<file path="src/rtl/crc_serial_engine.sv">
// rtl/crc_serial_engine.sv - serial CRC engine: pass-through, then append or check with one of two polynomials
module crc_serial_engine #(
    parameter int             W_A    = 5,
    parameter logic [W_A-1:0] POLY_A = 5'b00101,
    parameter logic [W_A-1:0] RES_A  = 5'b01100,
    parameter int             W_B    = 16,
    parameter logic [W_B-1:0] POLY_B = 16'h8005,
    parameter logic [W_B-1:0] RES_B  = 16'h800D
) (
    input  logic clk,
    input  logic rst_L,
    input  logic clear,
    input  logic start,
    input  logic sel,
    input  logic mode,
    input  logic inb,
    input  logic recving,
    input  logic pause_out,
    output logic pause_in,
    output logic outb,
    output logic sending,
    output logic done,
    output logic crc_ok,
    output logic crc_err
);
    localparam int CW = $clog2(W_B + 1);
    localparam logic [W_B-1:0] MASK_A  = ~({W_B{1'b1}} << W_A);
    localparam logic [W_B-1:0] POLY_AX = W_B'(POLY_A);
    localparam logic [W_B-1:0] RES_AX  = W_B'(RES_A);

    typedef enum logic [1:0] {IDLE, CALC, APPEND, CHECK} state_t;

    state_t         state;
    logic [W_B-1:0] crc;
    logic [CW-1:0]  cnt;
    logic           sel_q;
    logic           mode_q;

    logic [W_B-1:0] mask;
    logic [W_B-1:0] poly;
    logic [W_B-1:0] res;
    logic [W_B-1:0] top;
    logic [W_B-1:0] crc_nxt;
    logic [CW-1:0]  wlast;
    logic           fb;
    logic           app_bit;
    logic           last_bit;

    // The one-hot "top" marks the active MSB, so bit picks are reductions rather than variable indexing.
    always_comb begin
        mask     = sel_q ? {W_B{1'b1}} : MASK_A;
        poly     = sel_q ? POLY_B : POLY_AX;
        res      = sel_q ? RES_B : RES_AX;
        wlast    = sel_q ? CW'(W_B - 1) : CW'(W_A - 1);
        top      = mask & ~(mask >> 1);
        fb       = inb ^ (|(crc & top));
        crc_nxt  = ((crc << 1) ^ (fb ? poly : '0)) & mask;
        app_bit  = ~(|(crc & (top >> cnt)));
        last_bit = (state == APPEND) && !pause_out && (cnt == wlast);
    end

    always_ff @(posedge clk or negedge rst_L) begin
        if (!rst_L) begin
            state   <= IDLE;
            crc     <= '1;
            cnt     <= '0;
            sel_q   <= 1'b0;
            mode_q  <= 1'b0;
            crc_ok  <= 1'b0;
            crc_err <= 1'b0;
        end else if (clear) begin
            state   <= IDLE;
            crc     <= '1;
            cnt     <= '0;
            crc_ok  <= 1'b0;
            crc_err <= 1'b0;
        end else begin
            case (state)
                IDLE: begin
                    if (start) begin
                        sel_q   <= sel;
                        mode_q  <= mode;
                        crc     <= sel ? {W_B{1'b1}} : MASK_A;
                        crc_ok  <= 1'b0;
                        crc_err <= 1'b0;
                        state   <= CALC;
                    end
                end
                CALC: begin
                    if (recving) begin
                        if (!pause_out) begin
                            crc <= crc_nxt;
                        end
                    end else begin
                        cnt   <= '0;
                        state <= mode_q ? CHECK : APPEND;
                    end
                end
                APPEND: begin
                    if (!pause_out) begin
                        if (cnt == wlast) begin
                            state <= IDLE;
                        end else begin
                            cnt <= cnt + 1'b1;
                        end
                    end
                end
                CHECK: begin
                    crc_ok  <= (crc == res);
                    crc_err <= (crc != res);
                    state   <= IDLE;
                end
                default: state <= IDLE;
            endcase
        end
    end

    assign outb     = (state == APPEND) ? app_bit : ((state == CHECK) ? 1'b0 : inb);
    assign sending  = ((state == CALC) && recving) || (state == APPEND);
    assign pause_in = (state == APPEND);
    assign done     = !clear && ((state == CHECK) || last_bit);
endmodule
</file>
<file path="config.mk">
export PLATFORM = sky130hd
export DESIGN_NAME = crc_serial_engine
export DESIGN_NICKNAME = d
export VERILOG_FILES = /design/src/rtl/crc_serial_engine.sv
export SDC_FILE = /design/constraint.sdc
export NUM_CORES = 1
export LEC_CHECK = 0
export ABC_AREA = 0
export CORE_MARGIN = 2
export CORE_UTILIZATION = 45
export DETAILED_ROUTE_END_ITERATION = 10
export REMOVE_ABC_BUFFERS = 1
export SLEW_MARGIN = 0
export SYNTH_ARGS = -nofsm -noshare
export SYNTH_HDL_FRONTEND = slang
export SYNTH_SLANG_ARGS = --single-unit
export TNS_END_PERCENT = 30
</file>
<file path="constraint.sdc">
create_clock -name clk -period 2.6 [get_ports clk]
set_input_delay 0.26 -clock clk [delete_from_list [all_inputs] [get_ports clk]]
set_output_delay 0.26 -clock clk [all_outputs]
set_load 0.05 [all_outputs]
</file>
==> summary.txt <==
Power and ir drop
  • VDD IR max: 0.000291 V
  • Psw: 296 uW
  • PwrDens: 499 nW/um2
  • Clk pwr share: 24.8%
  • Register share of total power: 51.8%
  • Sw Ratio: 30.2%
  • Power Total: 983 uW
  • Leakage Power: 0.738 nW
  • Comb pwr share: 23.3%
  • Int Pwr: 687 uW

Route
  • DRC viols: 0
  • Violation count after the first detailed-route iteration: 43
  • DR vias/cell: 5.86
  • Total length of routed wires: 3780 um
  • Wire per inst: 16.3 um
  • 1st-pass router iterations: 4
  • DRT antenna net count: 0
  • Via Count: 1360

Timing
  • Final Skew: 0.00586 ns
  • RSZ-0062 raised after global routing: false
  • Final setup margin: 0.155 ns
  • Slew Limit Fails: 0
  • Final hold slack: 0.342 ns
  • Max-slew headroom: 66.1%
  • Minimum clock period: 2.45 ns
  • Max Freq: 409 MHz
  • Tcrit/Tclk final: 94.0%
  • Final setup fails: 0
  • TNS Setup: 0 ns
  • Worst-Margin Slew: 0.507 ns
  • Fin. Hold Viols: 0

Floorplan
  • Core area: 3690 um2
  • Initial Util: 47.0%
  • Die Ht: 66.1 um
  • Die area: 4370 um2
  • Std cell rows: 22
  • I/O pins: 15
  • Die X: 66.1 um

Clock tree
  • CTS tree: yes
  • H-tree depth: 1
  • Clock slew at reported path FFs: 0.09 ns
  • Root buf cell: clkbuf_8
  • Post-CTS setup buffers: 0
  • Total CTS buffers: 3
  • Clock Tree Buf Depth: 2
  • Clk Latency, worst-skew pair: 0.28 ns
  • TritonCTS sink count: 27

Global route
  • First-pass GRT wire length: 6480 um
  • Grt ovf: 0
  • GRT Util Overall: 19.3%
  • Largest net degree at the start of global routing: 28
  • Vias in the first global route: 1365
  • Number of antenna violations at the first check in global routing: 0

Critical path
  • CP max FO: 9
  • Critical path's top delay family: simple AND/OR/NAND/NOR gates
  • Worst path cell trace: inv_1 > ha_1 > or3b_4 > a21oi_1 > a21oi_1 > nor2_2 > buf_12
  • Crit-path slowest cell: dfrtp_2
  • Worst EP arrival: 2.19 ns
  • CP Buf/Inv Count: 2
  • CP Capture Type: output port
  • Worst Path Required: 2.34 ns
  • Critical path launch point type: flop
  • CP max stage delay: 0.46 ns
  • CP most frequent cell: a21oi_1
  • Kind of critical path: reg -> out

Final layout
  • Area grow syn2layout: 13.6%
  • Post-Layout Cell Count: 232
  • Final core utilization: 53.4%
  • Most frequent cells in the layout: 16 x dfstp_2, 14 x nand2_1, 12 x clkdlybuf4s50_1, 11 x a2bb2oi_1, 10 x nand3_1
  • Fraction of layout cells with a size suffix above 1: 26.6%
  • Commonest non-fill, non-tap cell in the layout: dfstp_2
  • Nets@finish: 199
  • N_diodes: 0
  • Post-route design area: 1970 um2

Synthesis
  • Post-synth EDFFs: 0
  • Cell Area, Synth: 1740 um2
  • FF+latch count, synth: 27
  • Asr flop ratio synth: 100%
  • Post-Syn Area per Cell: 10.1 um2
  • Post-Synthesis Cells: 172
  • Yosys cell types: 54
  • Synth Flop Type: dfstp_2
  • Sequential share of the synthesized area: 40.1%
  • YS warnings: 0

Place
  • Placed inst area: 1920 um2
  • Final HPWL from detailed placement: 2810 um
  • Inst Count DP: 228
  • Dpl ws: 0.320 ns
  • GP Congestion: 0.810
  • IO Port Bufs: 14

Min path
  • HP Class: in -> async

Status
  • Status: finished clean

Flow run
  • Max_cap viols: 0
[logic make-up (layout without fill, tap and decap cells)]
family / after synthesis / in the layout / synth area share [%]
fa+ha+maj: 5 / 5 / 3.60
compound gates: 46 / 46 / 21.2
mux: 6 / 6 / 5.05
buf+inv: 17 / 29 / 5.34
xor+xnor: 2 / 2 / 1.01
simple gates: 69 / 69 / 23.7
flops: 27 / 27 / 40.1
[cell usage after synthesis (all sizes together), types with 3 or more instances]
| cell type | n | area (um2) |
|---|---|---|
| or3b | 3 | 31.3 |
| ha | 5 | 62.6 |
| dfstp | 16 | 420 |
| nor2 | 10 | 37.5 |
| nor3b | 5 | 47.5 |
| nor4 | 3 | 18.8 |
| a21oi | 7 | 35.0 |
| inv | 7 | 26.3 |
| nand2 | 14 | 52.6 |
| nand3 | 11 | 60.1 |
| buf | 8 | 58.8 |
| and2 | 3 | 21.3 |
| nor2b | 3 | 18.8 |
| or3 | 5 | 31.3 |
| o21ai | 5 | 25.0 |
| o22a | 4 | 35.0 |
| a2bb2oi | 11 | 96.3 |
| dfrtp | 11 | 275 |
| a211oi | 5 | 50.1 |
[routing by layer]
| layer | up-vias | GRT usage [%] | share of wire (%) |
|---|---|---|---|
| met5 | - | 0 | 0 |
| met4 | 0 | 5.36 | 1.1 |
| met3 | 4 | 2.73 | 3.3 |
| met2 | 20 | 32.4 | 49 |
| met1 | 673 | 25.9 | 46 |
| li1 | 663 | - | - |
[registers in the layout, indices dropped and copies added (netlist names)]
register	cells
mode_q	1
crc	16
crc_err	1
state	2
crc_ok	1
sel_q	1
cnt	5
[path summary, 6_finish.rpt]
| kind | cells after the start | start | slack [ns] | endpoint |
|---|---|---|---|---|
| max reg2reg | 6 | sel_q | 0.53 | cnt[2] |
| min | 2 | rst_L | 0.34 | state[1] |
| min reg2reg | 2 | crc[12] | 0.49 | crc[13] |
| max | 7 | sel_q | 0.15 | done |
| max in group asynchronous | 2 | rst_L | 1.95 | crc[7] |
| min in group clk | 2 | crc[12] | 0.49 | crc[13] |
[power by group through the flow]
| stage | clock network, mW | logic, mW | registers (mW) |
|---|---|---|---|
| after CTS | 0.253 | 0.231 | 0.510 |
| after global placement | 0 | 0.221 | 0.515 |
| final | 0.244 | 0.229 | 0.510 |
| after floorplan | 0 | 0.150 | 0.504 |
| after detailed placement | 0 | 0.230 | 0.516 |
| after global routing | 0.264 | 0.250 | 0.517 |
[layout make-up]
cell class,count,area [um2]
Clock buffer,4,45.0
Tap cell,48,60.1
Sequential cell,27,699
Inverter,7,26.3
Fill cell,350,1720
Timing Repair Buffer,18,190
Multi-Input combinational cell,128,950
[what timing repair did]
| item | in CTS | in global routing |
|---|---|---|
| hold buffers | 0 | 0 |
| setup endpoints to repair | 1 | 2 |
| gates resized for setup | 1 | 3 |
| gates cloned | 0 | 0 |
Power figures use the tool's default switching activity.
